**src/rtl/axi_burst_master.sv**
```systemverilog
// axi_burst_master
// Single-request AXI4 master: INCR read bursts of 1..2^LEN_W beats or a
// single-beat strobed write. Read beats are streamed back one cycle after
// the R handshake; completion and accumulated RRESP/BRESP errors are
// reported with a one-cycle done pulse that overlaps the return to idle so
// back-to-back requests need no bubble.
module axi_burst_master #(
    parameter int ADDR_W = 32,
    parameter int DATA_W = 64,
    parameter int LEN_W  = 4
) (
    input  logic                  ACLK,
    input  logic                  ARESETn,

    // request side
    input  logic                  req_valid,
    output logic                  req_ready,
    input  logic                  req_write,
    input  logic [ADDR_W-1:0]     req_addr,
    input  logic [LEN_W-1:0]      req_len,
    input  logic [DATA_W-1:0]     req_wdata,
    input  logic [DATA_W/8-1:0]   req_wstrb,

    // read beat stream and completion
    output logic                  rd_valid,
    output logic [DATA_W-1:0]     rd_data,
    output logic                  rd_last,
    output logic                  done,
    output logic                  err,

    // AXI read address channel
    output logic                  ARVALID,
    input  logic                  ARREADY,
    output logic [ADDR_W-1:0]     ARADDR,
    output logic [7:0]            ARLEN,

    // AXI read data channel
    input  logic                  RVALID,
    output logic                  RREADY,
    input  logic [DATA_W-1:0]     RDATA,
    input  logic [1:0]            RRESP,
    input  logic                  RLAST,

    // AXI write address channel
    output logic                  AWVALID,
    input  logic                  AWREADY,
    output logic [ADDR_W-1:0]     AWADDR,

    // AXI write data channel
    output logic                  WVALID,
    input  logic                  WREADY,
    output logic [DATA_W-1:0]     WDATA,
    output logic [DATA_W/8-1:0]   WSTRB,

    // AXI write response channel
    input  logic                  BVALID,
    output logic                  BREADY,
    input  logic [1:0]            BRESP
);

    localparam int STRB_W = DATA_W / 8;

    typedef enum logic [2:0] {
        IDLE    = 3'd0,
        RD_ADDR = 3'd1,
        RD_DATA = 3'd2,
        WR_ADDR = 3'd3,
        WR_RESP = 3'd4
    } state_t;

    state_t             state_r;
    logic [LEN_W-1:0]   len_r;
    logic [LEN_W-1:0]   count_r;
    logic               err_acc_r;

    logic               beat_fire_s;
    logic               beat_is_last_s;
    logic               beat_err_s;
    logic               aw_fire_s;
    logic               w_fire_s;
    logic               aw_complete_s;
    logic               w_complete_s;
    logic               b_fire_s;

    // Any response other than OKAY counts as a transaction error.
    function automatic logic resp_is_err(input logic [1:0] resp);
        return (resp != 2'b00);
    endfunction

    // Decode handshakes and the per-beat error condition for the current cycle.
    always_comb begin
        beat_fire_s    = RREADY & RVALID;
        beat_is_last_s = (count_r == len_r);
        // A slave RLAST that disagrees with our own beat count is a protocol error.
        beat_err_s     = resp_is_err(RRESP) | (RLAST != beat_is_last_s);
        aw_fire_s      = AWVALID & AWREADY;
        w_fire_s       = WVALID & WREADY;
        // A channel is finished once its valid has already dropped or it handshakes now.
        aw_complete_s  = ~AWVALID | AWREADY;
        w_complete_s   = ~WVALID | WREADY;
        b_fire_s       = BREADY & BVALID;
    end

    // Main controller: state, AXI channel drivers, beat counter, and pulse outputs.
    always_ff @(posedge ACLK) begin
        if (!ARESETn) begin
            state_r   <= IDLE;
            len_r     <= {LEN_W{1'b0}};
            count_r   <= {LEN_W{1'b0}};
            err_acc_r <= 1'b0;
            req_ready <= 1'b1;
            rd_valid  <= 1'b0;
            rd_data   <= {DATA_W{1'b0}};
            rd_last   <= 1'b0;
            done      <= 1'b0;
            err       <= 1'b0;
            ARVALID   <= 1'b0;
            ARADDR    <= {ADDR_W{1'b0}};
            ARLEN     <= 8'd0;
            RREADY    <= 1'b0;
            AWVALID   <= 1'b0;
            AWADDR    <= {ADDR_W{1'b0}};
            WVALID    <= 1'b0;
            WDATA     <= {DATA_W{1'b0}};
            WSTRB     <= {STRB_W{1'b0}};
            BREADY    <= 1'b0;
        end else begin
            // Pulse outputs are low unless a state below raises them.
            rd_valid <= 1'b0;
            rd_last  <= 1'b0;
            done     <= 1'b0;
            err      <= 1'b0;

            case (state_r)
                IDLE: begin
                    if (req_valid && req_ready) begin
                        req_ready <= 1'b0;
                        count_r   <= {LEN_W{1'b0}};
                        err_acc_r <= 1'b0;
                        if (req_write) begin
                            AWADDR  <= req_addr;
                            WDATA   <= req_wdata;
                            WSTRB   <= req_wstrb;
                            AWVALID <= 1'b1;
                            WVALID  <= 1'b1;
                            state_r <= WR_ADDR;
                        end else begin
                            len_r   <= req_len;
                            ARADDR  <= req_addr;
                            ARLEN   <= 8'(req_len);
                            ARVALID <= 1'b1;
                            state_r <= RD_ADDR;
                        end
                    end else begin
                        req_ready <= 1'b1;
                    end
                end

                RD_ADDR: begin
                    // Address and length are held until the slave takes them.
                    if (ARVALID && ARREADY) begin
                        ARVALID <= 1'b0;
                        RREADY  <= 1'b1;
                        state_r <= RD_DATA;
                    end else begin
                        ARVALID <= 1'b1;
                    end
                end

                RD_DATA: begin
                    if (beat_fire_s) begin
                        rd_valid <= 1'b1;
                        rd_data  <= RDATA;
                        rd_last  <= beat_is_last_s;
                        count_r  <= count_r + LEN_W'(1);
                        if (beat_is_last_s) begin
                            // Burst length is ours, not the slave's: stop on count==len.
                            RREADY    <= 1'b0;
                            done      <= 1'b1;
                            err       <= err_acc_r | beat_err_s;
                            err_acc_r <= 1'b0;
                            req_ready <= 1'b1;
                            state_r   <= IDLE;
                        end else begin
                            err_acc_r <= err_acc_r | beat_err_s;
                        end
                    end else begin
                        RREADY <= 1'b1;
                    end
                end

                WR_ADDR: begin
                    // AW and W retire independently; either may complete first.
                    if (aw_fire_s) begin
                        AWVALID <= 1'b0;
                    end else begin
                        AWVALID <= AWVALID;
                    end
                    if (w_fire_s) begin
                        WVALID <= 1'b0;
                    end else begin
                        WVALID <= WVALID;
                    end
                    if (aw_complete_s && w_complete_s) begin
                        BREADY  <= 1'b1;
                        state_r <= WR_RESP;
                    end else begin
                        BREADY  <= 1'b0;
                    end
                end

                WR_RESP: begin
                    if (b_fire_s) begin
                        BREADY    <= 1'b0;
                        done      <= 1'b1;
                        err       <= err_acc_r | resp_is_err(BRESP);
                        err_acc_r <= 1'b0;
                        req_ready <= 1'b1;
                        state_r   <= IDLE;
                    end else begin
                        BREADY <= 1'b1;
                    end
                end

                default: begin
                    // Unreachable encodings fall back to a clean idle.
                    ARVALID   <= 1'b0;
                    RREADY    <= 1'b0;
                    AWVALID   <= 1'b0;
                    WVALID    <= 1'b0;
                    BREADY    <= 1'b0;
                    req_ready <= 1'b1;
                    state_r   <= IDLE;
                end
            endcase
        end
    end

endmodule

```
**config.mk**
```make
export PLATFORM = sky130hd
export DESIGN_NAME = axi_burst_master
export DESIGN_NICKNAME = d
export VERILOG_FILES = /design/src/rtl/axi_burst_master.sv
export SDC_FILE = /design/constraint.sdc
export NUM_CORES = 1
export LEC_CHECK = 0
export ABC_CLOCK_PERIOD_IN_PS = 2350
export CAP_MARGIN = 20
export CORE_AREA = 3 3 154 156
export CTS_CLUSTER_SIZE = 16
export DETAILED_ROUTE_END_ITERATION = 12
export DIE_AREA = 0 0 157 159
export PLACE_DENSITY_LB_ADDON = 0.3
export SETUP_SLACK_MARGIN = 0.4
export SYNTH_ARGS = -nofsm -noshare
export SYNTH_HDL_FRONTEND = slang
export SYNTH_SLANG_ARGS = --single-unit
```
**constraint.sdc**
```tcl
create_clock -name ACLK -period 2.35 [get_ports ACLK]
set_input_delay 0.705 -clock ACLK [delete_from_list [all_inputs] [get_ports ACLK]]
set_output_delay 0.705 -clock ACLK [all_outputs]
set_load 0.01 [all_outputs]
```
==> tab_implementation.tex <==
\begin{tabular}{lr}
\hline
Metric & Value \\
\hline
\multicolumn{2}{l}{\textbf{Worst setup path}} \\
\quad Source of the worst register-to-register timing path & state\_r[1] \\
\quad Crit. path cell count & 1 \\
\quad Critical Path, Cell by Cell & dlygate4sd2\_1 \\
\quad Setup Crit Path Kind & reg -> out \\
\quad Register-to-register path setup slack & 540 ps \\
\quad Arrival time of the worst setup path & about 1200 ps \\
\quad Nature of the critical path endpoint & primary output \\
\quad FF-to-FF path depth & 5 \\
\quad Crit-path leading delay family & flip-flops \\
\quad Worst stage delay on the critical path & 360 ps \\
\quad Crit path buf inv count & 1 \\
\quad Worst EP required & 1640 ps \\
\quad CP startpoint kind & flip-flop \\
\quad Crit path max-delay cell type & sky130\_fd\_sc\_hd\_\_dfxtp\_1 \\
\quad CP max FO & 4 \\
\quad Reg2reg end & rd\_data[13] \\
\multicolumn{2}{l}{\textbf{Place}} \\
\quad HPWL after DPL & between 15000 and 20000 µm \\
\quad Count of placed standard cells including taps & 1655 \\
\quad Pre-CTS setup slack & -60.10 ps \\
\quad Buffers added on ports & around 400 \\
\quad Weighted congestion at the end of routability-driven global placement & 0.7935 \\
\multicolumn{2}{l}{\textbf{Yosys}} \\
\quad Synth Instances & between 1000 and 1500 \\
\quad Fraction of synthesized cell area in xor and xnor cells & 0.006108 \\
\quad Area of the mapped netlist & 8603 µm² \\
\quad Share of the synthesized area in compound gates (AO/OA/AOI/OAI) & 0.2043 \\
\quad Count of flip-flops with a built-in enable after synthesis & 0 \\
\quad Number of synthesized register bits & between 200 and 250 \\
\quad Dominant combinational cell family by area after synthesis & simple AND/OR/NAND/NOR gates \\
\quad Post-synthesis simple-gate area fraction & 0.2218 \\
\quad Area leader, netlist & sky130\_fd\_sc\_hd\_\_dfxtp\_1 \\
\quad Async SR Flop Fraction & 0 \\
\quad Sequential-to-total area share from yosys stat & 0.5166 \\
\quad Top area cells in the synthesized netlist & sky130\_fd\_sc\_hd\_\_dfxtp\_1 (52\%), sky130\_fd\_sc\_hd\_\_nand2\_1 (18\%), sky130\_fd\_sc\_hd\_\_a21boi\_1 (12\%) \\
\quad Multiplexer fraction of the synthesized cell area & 0.002327 \\
\quad Adder and majority gate portion of the synthesized area & 0.001454 \\
\quad Most instantiated flip-flop cell in the synthesis netlist & sky130\_fd\_sc\_hd\_\_dfxtp\_1 \\
\quad Number of warning messages in the yosys log & 0 \\
\quad Mean area per synthesized cell & $\sim$8.5 µm² \\
\quad Number of unique standard cell types used by synthesis & 46 \\
\quad Area share of the largest cell type after synthesis & 0.5166 \\
\multicolumn{2}{l}{\textbf{Clock network}} \\
\quad Number of buffers inserted to repair setup after CTS & 0 \\
\quad Clock tree from TritonCTS & built \\
\quad Maximum level of the CTS H-tree & 1 \\
\quad Skew-Pair Late Insertion Delay & 510 ps \\
\quad Cell chosen for the clock root & sky130\_fd\_sc\_hd\_\_clkbuf\_16 \\
\quad Clock Tree Buf Depth & 3 \\
\quad Clock-pin slew on the worst setup and hold paths & 60 ps \\
\quad Clock Sinks & 222 \\
\quad Number of buffers inserted during clock tree synthesis & 25 \\
\multicolumn{2}{l}{\textbf{Floorplan}} \\
\quad Total core area & $\sim$23000 µm² \\
\quad Number of rows created at floorplan & 55 \\
\quad Die Footprint & 24960 µm² \\
\quad Top-Level Pins & 404 \\
\quad Initial core utilization & 0.3823 \\
\quad Chip height & 159 µm \\
\quad Die Span X & 157 µm \\
\multicolumn{2}{l}{\textbf{Routing}} \\
\quad Initial DRT Pass Iterations & 4 \\
\quad Total vias in the final route & 8097 \\
\quad Mean routed wirelength per cell & 15.83 µm \\
\quad Violation count after the first detailed-route iteration & 348 \\
\quad Routed wire length & 26910 µm \\
\quad Count of nets left with antenna violations after detail routing & 0 \\
\quad Number of vias per cell & 4.763 \\
\quad DRC violations left & 0 \\
\multicolumn{2}{l}{\textbf{GRT}} \\
\quad Via count of the first global-routing pass & $\sim$7700 \\
\quad All-Layer GR Usage & 0.1996 \\
\quad Initial antenna violation count & 0 \\
\quad First-pass GRT wire length & 40880 µm \\
\quad Congestion Overflow GR & 0 \\
\quad Maximum number of pins on one net before global-route repair & 80 \\
\multicolumn{2}{l}{\textbf{STA}} \\
\quad Final hold viol count & 0 \\
\quad Least setup slack across all paths after layout & between 400 and 500 ps \\
\quad Maximum clock frequency & approximately 530 MHz \\
\quad Total count of max-transition violations in the final report & 0 \\
\quad Max Clock Skew & 14.44 ps \\
\quad Endpoints failing setup & 0 \\
\quad Period Utilization, post-route & 0.8068 \\
\quad Final critical path time including I/O delays and setup & 1896 ps \\
\quad Hold Worst Slack & 445.6 ps \\
\quad RSZ-0062 raised after global routing & true \\
\multicolumn{2}{l}{\textbf{Layout}} \\
\quad Post-Route Utilization & 0.6046 \\
\quad Layout fillers & just over 2000 \\
\quad Most common cell after layout, fill and taps aside & sky130\_fd\_sc\_hd\_\_nand2\_1 \\
\quad Number of diodes & 0 \\
\quad Layout area overhead & 58.14\% \\
\quad Share of final-layout standard cells stronger than drive strength 1 & 0.07774 \\
\quad Number of nets at the end of the flow & $\sim$1600 \\
\quad Number of cells in the finished layout apart from fillers & 1700 \\
\quad Top library cells by usage in the layout, fill and taps aside & sky130\_fd\_sc\_hd\_\_nand2\_1 (409), sky130\_fd\_sc\_hd\_\_dfxtp\_1 (221), sky130\_fd\_sc\_hd\_\_dlygate4sd2\_1 (209) \\
\multicolumn{2}{l}{\textbf{Outcome}} \\
\quad Outcome & finished, final reports clean \\
\multicolumn{2}{l}{\textbf{Hold path}} \\
\quad Class of the tightest hold or removal check & reg -> reg \\
\quad Hold Path Origin & AWADDR[1] \\
\quad Destination of the worst hold path & AWADDR[1] \\
\quad Hold path cells & 2 \\
\multicolumn{2}{l}{\textbf{Pwr}} \\
\quad Worst IR drop on VDD & about 0.6 mV \\
\quad Leakage power & slightly below 0.006 µW \\
\quad Power density normalized to cell area & between 800 and 900 nW/µm² \\
\multicolumn{2}{l}{\textbf{Flow run}} \\
\quad Max Cap Violations & 0 \\
\hline
\end{tabular}
-- worst reg2reg max path: cells and delay by family (launching register included) --
kind                   cells  cell delay, ps
AOI/OAI and AO/OA          1             130
buffers and inverters      1             260
DFF                        1             550
and+or+nand+nor            3             790
-- power by group --
group | total (µW) | switching [µW] | internal [µW]
combinational | 2880 | 1500 | 1380
clock | 3800 | 1520 | 2280
sequential | 4420 | 228 | 4190
total | 11100 | 3250 | 7840
-- registers in the layout, indices dropped and copies added, names as in the netlist --
register   cells
WDATA         64
rd_data       64
ARADDR        32
AWADDR        32
WSTRB          8
count_r        4
len_r          4
state_r        3
ARVALID        1
AWVALID        1
BREADY         1
RREADY         1
WVALID         1
done           1
err            1
err_acc_r      1
rd_last        1
rd_valid       1
req_ready      1
-- final cells by class --
| cell class | count | area (µm²) | area share |
|---|---|---|---|
| sequential | 222 | 4446 | 0.3267 |
| timing repair buffer | 435 | 4179 | 0.3072 |
| multi-input combinational | 713 | 3810 | 0.2800 |
| clock buffer | 36 | 737.0 | 0.05417 |
| tap | 285 | 356.6 | 0.02621 |
| clock inverter | 7 | 70.07 | 0.005150 |
| inverter | 2 | 7.507 | 0.0005518 |
-- stage by stage --
step | instance area, µm² | TNS [ps] | total power (µW)
floorplan | 8615 | 0 | 5924
global placement | 12980 | -111.6 | 7570
detailed placement | 12980 | -929.4 | 7610
CTS | 13520 | 0 | 11150
global route | 13610 | 0 | 11650
finish | 13610 | 0 | 11090
-- logic make-up (layout without fill, tap and decap cells) --
family,Yosys count,after routing
AND/OR/NAND/NOR,469,469
XOR/XNOR,6,6
adder cells (fa/ha/maj),1,1
multiplexers,2,2
AO/OA/AOI/OAI,231,231
buffers and inverters,80,480
flip-flops,222,222
other,1,4
-- cell usage after synthesis (2+ instances only) --
cell / instances
sky130_fd_sc_hd__nor2_1: 17
sky130_fd_sc_hd__nand2_1: 410
sky130_fd_sc_hd__xnor2_1: 5
sky130_fd_sc_hd__nand3_1: 2
sky130_fd_sc_hd__o21ai_1: 2
sky130_fd_sc_hd__o221a_2: 2
sky130_fd_sc_hd__a21boi_1: 142
sky130_fd_sc_hd__dfxtp_1: 222
sky130_fd_sc_hd__nor2b_1: 9
sky130_fd_sc_hd__mux2i_1: 2
sky130_fd_sc_hd__a21boi_0: 55
sky130_fd_sc_hd__buf_6: 4
sky130_fd_sc_hd__nor3_1: 4
sky130_fd_sc_hd__o21ai_0: 2
sky130_fd_sc_hd__nand2_2: 10
sky130_fd_sc_hd__nand4_1: 2
sky130_fd_sc_hd__clkbuf_1: 40
sky130_fd_sc_hd__inv_1: 2
sky130_fd_sc_hd__buf_4: 13
sky130_fd_sc_hd__nand3b_1: 3
sky130_fd_sc_hd__and3_1: 3
sky130_fd_sc_hd__a21boi_2: 10
sky130_fd_sc_hd__buf_2: 20
sky130_fd_sc_hd__a21oi_1: 9
-- how the worst max path moves through the flow --
stage,startpoint,end
6_report,BREADY,BREADY
5_1_grt,req_valid,WDATA[59]
4_1_cts,RREADY,RREADY
3_5_place_dp,req_valid,WDATA[29]
3_3_place_gp,req_valid,WDATA[42]
2_1_floorplan,req_valid,ARADDR[25]
-- per-layer routing --
| metal | up-vias | part of all wire | global-route usage | routed length [µm] |
|---|---|---|---|---|
| li1 | 4038 | - | - | - |
| met1 | 3762 | 0.41 | 0.2401 | 11090 |
| met2 | 255 | 0.49 | 0.3441 | 13090 |
| met3 | 42 | 0.077 | 0.05817 | 2068 |
| met4 | 0 | 0.024 | 0.05810 | 654 |
| met5 | - | 0 | 0 | 0 |
-- repair_timing --
action,4_1_cts,5_1_grt
pin swaps,0,1
gates resized for setup,214,21
hold buffers,0,0
gates cloned,0,2
setup endpoints to repair,214,108
No activity file was read; power rests on OpenSTA's default activity.
